===== src/rtl/mc_muldiv_unit.sv =====
// ---------------------------------------------------------------------------
// mc_muldiv_unit
// Iterative multiply/divide unit with HI/LO result registers for the
// multicycle datapath. One result bit per cycle through a shared
// shift-add (multiply) / restoring-subtract (divide) engine.
//
// Optional feature macro: MC_MULDIV_SIGNED_EN
//   defined   : op[1] selects signed MULT/DIV (abs on entry, sign fix-up on exit)
//   undefined : op[1] ignored, all ops unsigned, no abs/negate logic built
//
// Ports
//   i_clk          clock, rising edge
//   i_rst_n        asynchronous active-low reset
//   i_start        issue request, sampled only while o_busy==0
//   i_op           00 MULTU, 01 DIVU, 10 MULT, 11 DIV
//   i_src_a        multiplicand / dividend
//   i_src_b        multiplier / divisor
//   o_busy         operation in flight
//   o_done         one-cycle pulse, o_hi/o_lo valid from this cycle
//   o_div_by_zero  sticky flag for the last op, cleared on next accepted start
//   o_hi           MULT: product upper half; DIV: remainder
//   o_lo           MULT: product lower half; DIV: quotient
// ---------------------------------------------------------------------------
module mc_muldiv_unit #(
  parameter int unsigned WIDTH = 32
) (
  input  logic             i_clk,
  input  logic             i_rst_n,
  input  logic             i_start,
  input  logic [1:0]       i_op,
  input  logic [WIDTH-1:0] i_src_a,
  input  logic [WIDTH-1:0] i_src_b,
  output logic             o_busy,
  output logic             o_done,
  output logic             o_div_by_zero,
  output logic [WIDTH-1:0] o_hi,
  output logic [WIDTH-1:0] o_lo
);

  localparam int unsigned CW   = $clog2(WIDTH + 1);
  localparam int unsigned AW   = 2 * WIDTH;
  localparam logic [CW-1:0] LAST = CW'(WIDTH - 1);

  typedef enum logic [1:0] {
    S_IDLE = 2'd0,
    S_RUN  = 2'd1,
    S_FIX  = 2'd2
  } state_t;

  state_t           r_state, w_state_nxt;
  logic [CW-1:0]    r_count, w_count_nxt;
  logic             r_is_div, w_is_div_nxt;
  logic             r_zero, w_zero_nxt;
  logic             r_neg_res, w_neg_res_nxt;
  logic             r_neg_rem, w_neg_rem_nxt;
  // Multiply: {partial product, multiplier}. Divide: lower half is dividend/quotient.
  logic [AW-1:0]    r_acc, w_acc_nxt;
  // Working remainder for restoring division.
  logic [WIDTH:0]   r_rem, w_rem_nxt;
  // Multiplicand magnitude (multiply) or divisor magnitude (divide).
  logic [WIDTH-1:0] r_opnd, w_opnd_nxt;
  logic             r_busy, w_busy_nxt;
  logic             r_done, w_done_nxt;
  logic             r_dbz, w_dbz_nxt;
  logic [WIDTH-1:0] r_hi, w_hi_nxt;
  logic [WIDTH-1:0] r_lo, w_lo_nxt;

  logic             w_a_neg, w_b_neg;
  logic [WIDTH-1:0] w_a_mag, w_b_mag;
  logic [AW-1:0]    w_prod_fix;
  logic [WIDTH-1:0] w_quo_fix, w_rem_fix;

  logic [WIDTH:0]   w_sum;
  logic [WIDTH+1:0] w_shift;
  logic             w_ge;

  // Operand conditioning on entry and sign fix-up on exit.
`ifdef MC_MULDIV_SIGNED_EN
  assign w_a_neg    = i_op[1] & i_src_a[WIDTH-1];
  assign w_b_neg    = i_op[1] & i_src_b[WIDTH-1];
  assign w_a_mag    = w_a_neg ? (WIDTH'(0) - i_src_a) : i_src_a;
  assign w_b_mag    = w_b_neg ? (WIDTH'(0) - i_src_b) : i_src_b;
  assign w_prod_fix = r_neg_res ? (AW'(0) - r_acc) : r_acc;
  assign w_quo_fix  = r_neg_res ? (WIDTH'(0) - r_acc[WIDTH-1:0]) : r_acc[WIDTH-1:0];
  assign w_rem_fix  = r_neg_rem ? (WIDTH'(0) - r_rem[WIDTH-1:0]) : r_rem[WIDTH-1:0];
`else
  logic [2:0] w_unused_sig;
  assign w_a_neg      = 1'b0;
  assign w_b_neg      = 1'b0;
  assign w_a_mag      = i_src_a;
  assign w_b_mag      = i_src_b;
  assign w_prod_fix   = r_acc;
  assign w_quo_fix    = r_acc[WIDTH-1:0];
  assign w_rem_fix    = r_rem[WIDTH-1:0];
  assign w_unused_sig = {i_op[1], r_neg_res, r_neg_rem};
`endif

  // Shift-add step: add multiplicand into the upper half when multiplier LSB is set.
  assign w_sum = {1'b0, r_acc[AW-1:WIDTH]} + {1'b0, (r_acc[0] ? r_opnd : WIDTH'(0))};

  // Restoring-subtract step: bring down the next dividend bit, MSB first.
  assign w_shift = {r_rem, r_acc[WIDTH-1]};
  assign w_ge    = (w_shift >= {2'b00, r_opnd});

  // Next-state and datapath control.
  always_comb begin
    w_state_nxt   = r_state;
    w_count_nxt   = r_count;
    w_is_div_nxt  = r_is_div;
    w_zero_nxt    = r_zero;
    w_neg_res_nxt = r_neg_res;
    w_neg_rem_nxt = r_neg_rem;
    w_acc_nxt     = r_acc;
    w_rem_nxt     = r_rem;
    w_opnd_nxt    = r_opnd;
    w_busy_nxt    = r_busy;
    w_done_nxt    = 1'b0;
    w_dbz_nxt     = r_dbz;
    w_hi_nxt      = r_hi;
    w_lo_nxt      = r_lo;

    unique case (r_state)
      S_IDLE: begin
        if (i_start) begin
          w_busy_nxt    = 1'b1;
          w_dbz_nxt     = 1'b0;
          w_is_div_nxt  = i_op[0];
          w_neg_res_nxt = w_a_neg ^ w_b_neg;
          w_neg_rem_nxt = w_a_neg;
          w_rem_nxt     = '0;
          if (i_op[0] && (i_src_b == '0)) begin
            // Raw dividend is kept for HI; one wait cycle in FIX gives the two-cycle latency.
            w_state_nxt = S_FIX;
            w_zero_nxt  = 1'b1;
            w_count_nxt = CW'(1);
            w_acc_nxt   = {WIDTH'(0), i_src_a};
            w_opnd_nxt  = '0;
          end else begin
            w_state_nxt = S_RUN;
            w_zero_nxt  = 1'b0;
            w_count_nxt = '0;
            if (i_op[0]) begin
              w_acc_nxt  = {WIDTH'(0), w_a_mag};
              w_opnd_nxt = w_b_mag;
            end else begin
              w_acc_nxt  = {WIDTH'(0), w_b_mag};
              w_opnd_nxt = w_a_mag;
            end
          end
        end
      end

      S_RUN: begin
        if (r_is_div) begin
          w_rem_nxt = w_ge ? (WIDTH+1)'(w_shift - {2'b00, r_opnd}) : (WIDTH+1)'(w_shift);
          w_acc_nxt = {r_acc[AW-1:WIDTH], r_acc[WIDTH-2:0], w_ge};
        end else begin
          w_acc_nxt = {w_sum, r_acc[WIDTH-1:1]};
        end
        if (r_count == LAST) begin
          w_state_nxt = S_FIX;
          w_count_nxt = '0;
        end else begin
          w_count_nxt = r_count + CW'(1);
        end
      end

      S_FIX: begin
        if (r_count != '0) begin
          w_count_nxt = r_count - CW'(1);
        end else begin
          w_state_nxt = S_IDLE;
          w_busy_nxt  = 1'b0;
          w_done_nxt  = 1'b1;
          if (r_zero) begin
            w_hi_nxt  = r_acc[WIDTH-1:0];
            w_lo_nxt  = '1;
            w_dbz_nxt = 1'b1;
          end else if (r_is_div) begin
            w_hi_nxt = w_rem_fix;
            w_lo_nxt = w_quo_fix;
          end else begin
            w_hi_nxt = w_prod_fix[AW-1:WIDTH];
            w_lo_nxt = w_prod_fix[WIDTH-1:0];
          end
        end
      end

      default: begin
        w_state_nxt = S_IDLE;
        w_busy_nxt  = 1'b0;
      end
    endcase
  end

  // State and datapath registers.
  always_ff @(posedge i_clk or negedge i_rst_n) begin
    if (!i_rst_n) begin
      r_state   <= S_IDLE;
      r_count   <= '0;
      r_is_div  <= 1'b0;
      r_zero    <= 1'b0;
      r_neg_res <= 1'b0;
      r_neg_rem <= 1'b0;
      r_acc     <= '0;
      r_rem     <= '0;
      r_opnd    <= '0;
      r_busy    <= 1'b0;
      r_done    <= 1'b0;
      r_dbz     <= 1'b0;
      r_hi      <= '0;
      r_lo      <= '0;
    end else begin
      r_state   <= w_state_nxt;
      r_count   <= w_count_nxt;
      r_is_div  <= w_is_div_nxt;
      r_zero    <= w_zero_nxt;
      r_neg_res <= w_neg_res_nxt;
      r_neg_rem <= w_neg_rem_nxt;
      r_acc     <= w_acc_nxt;
      r_rem     <= w_rem_nxt;
      r_opnd    <= w_opnd_nxt;
      r_busy    <= w_busy_nxt;
      r_done    <= w_done_nxt;
      r_dbz     <= w_dbz_nxt;
      r_hi      <= w_hi_nxt;
      r_lo      <= w_lo_nxt;
    end
  end

  assign o_busy        = r_busy;
  assign o_done        = r_done;
  assign o_div_by_zero = r_dbz;
  assign o_hi          = r_hi;
  assign o_lo          = r_lo;

endmodule


===== config.mk =====
export PLATFORM = sky130hd
export DESIGN_NAME = mc_muldiv_unit
export DESIGN_NICKNAME = d
export VERILOG_FILES = /design/src/rtl/mc_muldiv_unit.sv
export SDC_FILE = /design/constraint.sdc
export NUM_CORES = 1
export LEC_CHECK = 0
export BUFFER_PORTS_ARGS = -buffer_cell sky130_fd_sc_hd__buf_2
export CORE_MARGIN = 3
export CORE_UTILIZATION = 42
export CTS_BUF_LIST = sky130_fd_sc_hd__clkbuf_8
export DETAILED_ROUTE_END_ITERATION = 8
export GPL_TIMING_DRIVEN = 0
export HOLD_SLACK_MARGIN = 0.12
export PLACE_DENSITY = 0.67
export SYNTH_ARGS = -nofsm -noshare
export SYNTH_HDL_FRONTEND = slang
export SYNTH_SLANG_ARGS = --single-unit

===== constraint.sdc =====
create_clock -name i_clk -period 5.4 [get_ports i_clk]
set_input_delay 0.27 -clock i_clk [delete_from_list [all_inputs] [get_ports i_clk]]
set_output_delay 0.27 -clock i_clk [all_outputs]
set_load 0.1 [all_outputs]

==> impl_metrics.yaml <==
floorplan:
  core_mm2: 0.0320
  start_util: 0.432
  pin_count: 136
  die_w_um: 188
  rows: 65
  die_y_um: 188
  dieArea_mm2: 0.0352
sta:
  setup_viol: 0
  timing.setup.tns_ns: 0
  final_hold_viol_count: 0
  finClkSkew_ns: 0.0176
  slew_viol_final: 0
  relSlewSlack: 0.385
  rsz0062_at_grt: "false"
  fin_crit_sh: 0.751
  worst_slack_ns: 1.34
  fmax_mhz: 246
  worst_pin_slew_ns: 0.914
  finalCriticalPeriod_ns: 4.06
worst_setup_path:
  worstSetupEndpointType: "flop"
  arrival_ns: 4.46
  crit_path_start_kind: "flop"
  cp_max_fo: 10
  r2r_slack_ns: 1.34
  crit_required_ns: 5.80
  critPathKind: "flop to flop"
  r2r_cells: 15
yosys:
  async_flop_share: 1.00
  seq_area_frac_synth: 0.372
  synth_cell_types: 77
  synth_fp_nets: 1767
  syn_area_per_cell_um2: 8.52
  syn_area_mm2: 0.0139
  yosys_warnings: 0
  synth_flop_cell: "dfrtp_1"
  netlist_instances: 1626
  ys_ff_latch: 206
  synth-edff-count: 0
final_layout:
  fin_nets: 2001
  layout_commonest_cell: "dfrtp_1"
  mostFrequentLayoutCells: "dfrtp_1 (206), nand2_1 (204), a21oi_1 (170), nor2_1 (164), o21ai_0 (152)"
  fill_cells: 3088
  area_delta_synth_final_pct: 18.4
  diodes: 0
  layout-drive-gt1-share: 0.137
global_route:
  grt_pass1_vias: 12913
  antenna_found_initial: 0
  grt.total_usage: 0.250
  overflow: 0
  grt_max_degree: 110
  grt_pass1_wl_um: 70800
power_and_ir_drop:
  ir_drop_v: 0.000388
  power_leakage_nw: 7.81
  p_per_area_mw_per_mm2: 584
clock_network:
  path_clk_slew_ns: 0.06
  clockBufferDepth: 3
  cts_buffers: 37
  cts.sinks: 206
  cts_tree: "built"
  clkLatencyLatePin_ns: 0.55
  cts_max_level: 2
  cts_root_buffer: "clkbuf_8"
routing:
  wl_per_cell_um: 19.4
  drt_pass1_iterations: 6
  first_iter_violations: 1015
  via_count: 13154
  finalWirelength_um: 45100
  ant_nets: 0
  via_per_inst: 5.67
  drc: 0
worst_hold_path:
  whs_path_depth: 3
  hold_path.class: "input pin to flop"
placement:
  hpwl_um: 34200
  gp_congestion: 0.947
  io_buffers: 134
  post-place-ws_ns: 1.42
run:
  max_cap_viol_count: 0
status:
  status: "finished, final reports clean"
-- critical path, stage by stage (launching register included) --
cell,delay (ns)
dfrtp_1,0.32
clkbuf_1,0.46
clkbuf_1,0.47
and2_1,0.21
ha_1,0.21
inv_1,0.07
fa_1,0.41
nor2b_4,0.16
o31a_1,0.24
o31ai_4,0.10
o221ai_2,0.32
a41oi_4,0.22
o21ai_1,0.37
a21oi_2,0.12
xor2_1,0.18
o21ai_1,0.07
-- synthesized netlist by cell type (9+ instances only) --
master    number  area, um^2
a21o_1        27         203
a21oi_1      170         851
and2_1        36         225
buf_1         11        41.3
buf_2         10        50.1
clkbuf_1      68         255
dfrtp_1      206        5150
ha_1          70         876
inv_1         63         236
mux2_2        34         383
mux2i_1      116        1160
nand2_1      204         766
nand2b_1       9        56.3
nand3_1       15        75.1
nand4_1       11        68.8
nor2_1       164         616
nor2b_1       11        68.8
nor3_1        19        95.1
nor4_1        10        62.6
o21a_1         9        67.6
o21ai_0      152         761
o21ai_1       26         130
o21bai_1       9        67.6
o31ai_1        9        67.6
xnor2_1       23         201
xor2_1        24         210
-- kinds of logic after synthesis --
kind of cell | synth area share
flops | 0.372
compound gates | 0.214
buf+inv | 0.0456
fa+ha+maj | 0.0661
mux | 0.112
simple gates | 0.161
xor+xnor | 0.0297
-- worst paths after layout --
check                           start    endpoint
min in group asynchronous     i_rst_n  r_count[1]
min reg2reg                  o_lo[26]    o_lo[26]
min                        i_src_b[6]   r_opnd[6]
max reg2reg                  r_acc[0]   r_acc[61]
max                          r_acc[0]   r_acc[61]
max in group asynchronous     i_rst_n    r_rem[7]
-- layer usage --
metal	vias to the layer above	routed length, um	global-route usage
met5	-	0	0
li1	6199	-	-
met1	6353	20500	0.348
met4	0	1400	0.0814
met3	103	3140	0.0454
met2	499	20100	0.395
-- final cells by class --
cell class,instances,area [um^2],share of cell area
timing repair buffer,195,1310,0.0798
buffer,94,395,0.0241
multi-input combinational,1263,8070,0.492
clock buffer,45,619,0.0377
tap,435,544,0.0332
inverter,63,236,0.0144
clock inverter,18,77.6,0.00473
sequential,206,5150,0.314
-- state kept, by name, indices dropped and copies added, names as in the netlist --
name / flops
o_div_by_zero: 1
o_lo: 32
r_acc: 64
r_rem: 33
r_is_div: 1
o_hi: 32
o_busy: 1
r_opnd: 32
o_done: 1
r_state: 2
r_count: 6
r_zero: 1
-- per-stage QoR --
| step | hold WS, ns | power (mW) | std cells | area, um^2 | utilization |
|---|---|---|---|---|---|
| detailed placement | 0.400 | 8.06 | 2196 | 15100 | 0.472 |
| global placement | 0.459 | 7.97 | 2195 | 15100 | 0.470 |
| CTS | 0.122 | 9.55 | 2319 | 16400 | 0.512 |
| global route | 0.137 | 10.2 | 2319 | 16400 | 0.512 |
| floorplan | -0.0256 | 6.69 | 1626 | 13900 | - |
| finish | 0.127 | 9.59 | 2319 | 16400 | 0.512 |
-- power breakdown --
group | total, mW | internal [mW] | switching, mW
Sequential | 2.60 | 2.08 | 0.519
Combinational | 5.56 | 1.58 | 3.97
Clock | 1.43 | 0.749 | 0.683
Total | 9.59 | 4.41 | 5.18
-- what timing repair did --
item	in CTS	in global routing
resized for setup	0	0
buffers inserted	0	0
endpoints found under the hold margin	142	0
hold buffers	60	0
Power figures use the tool's default switching activity.
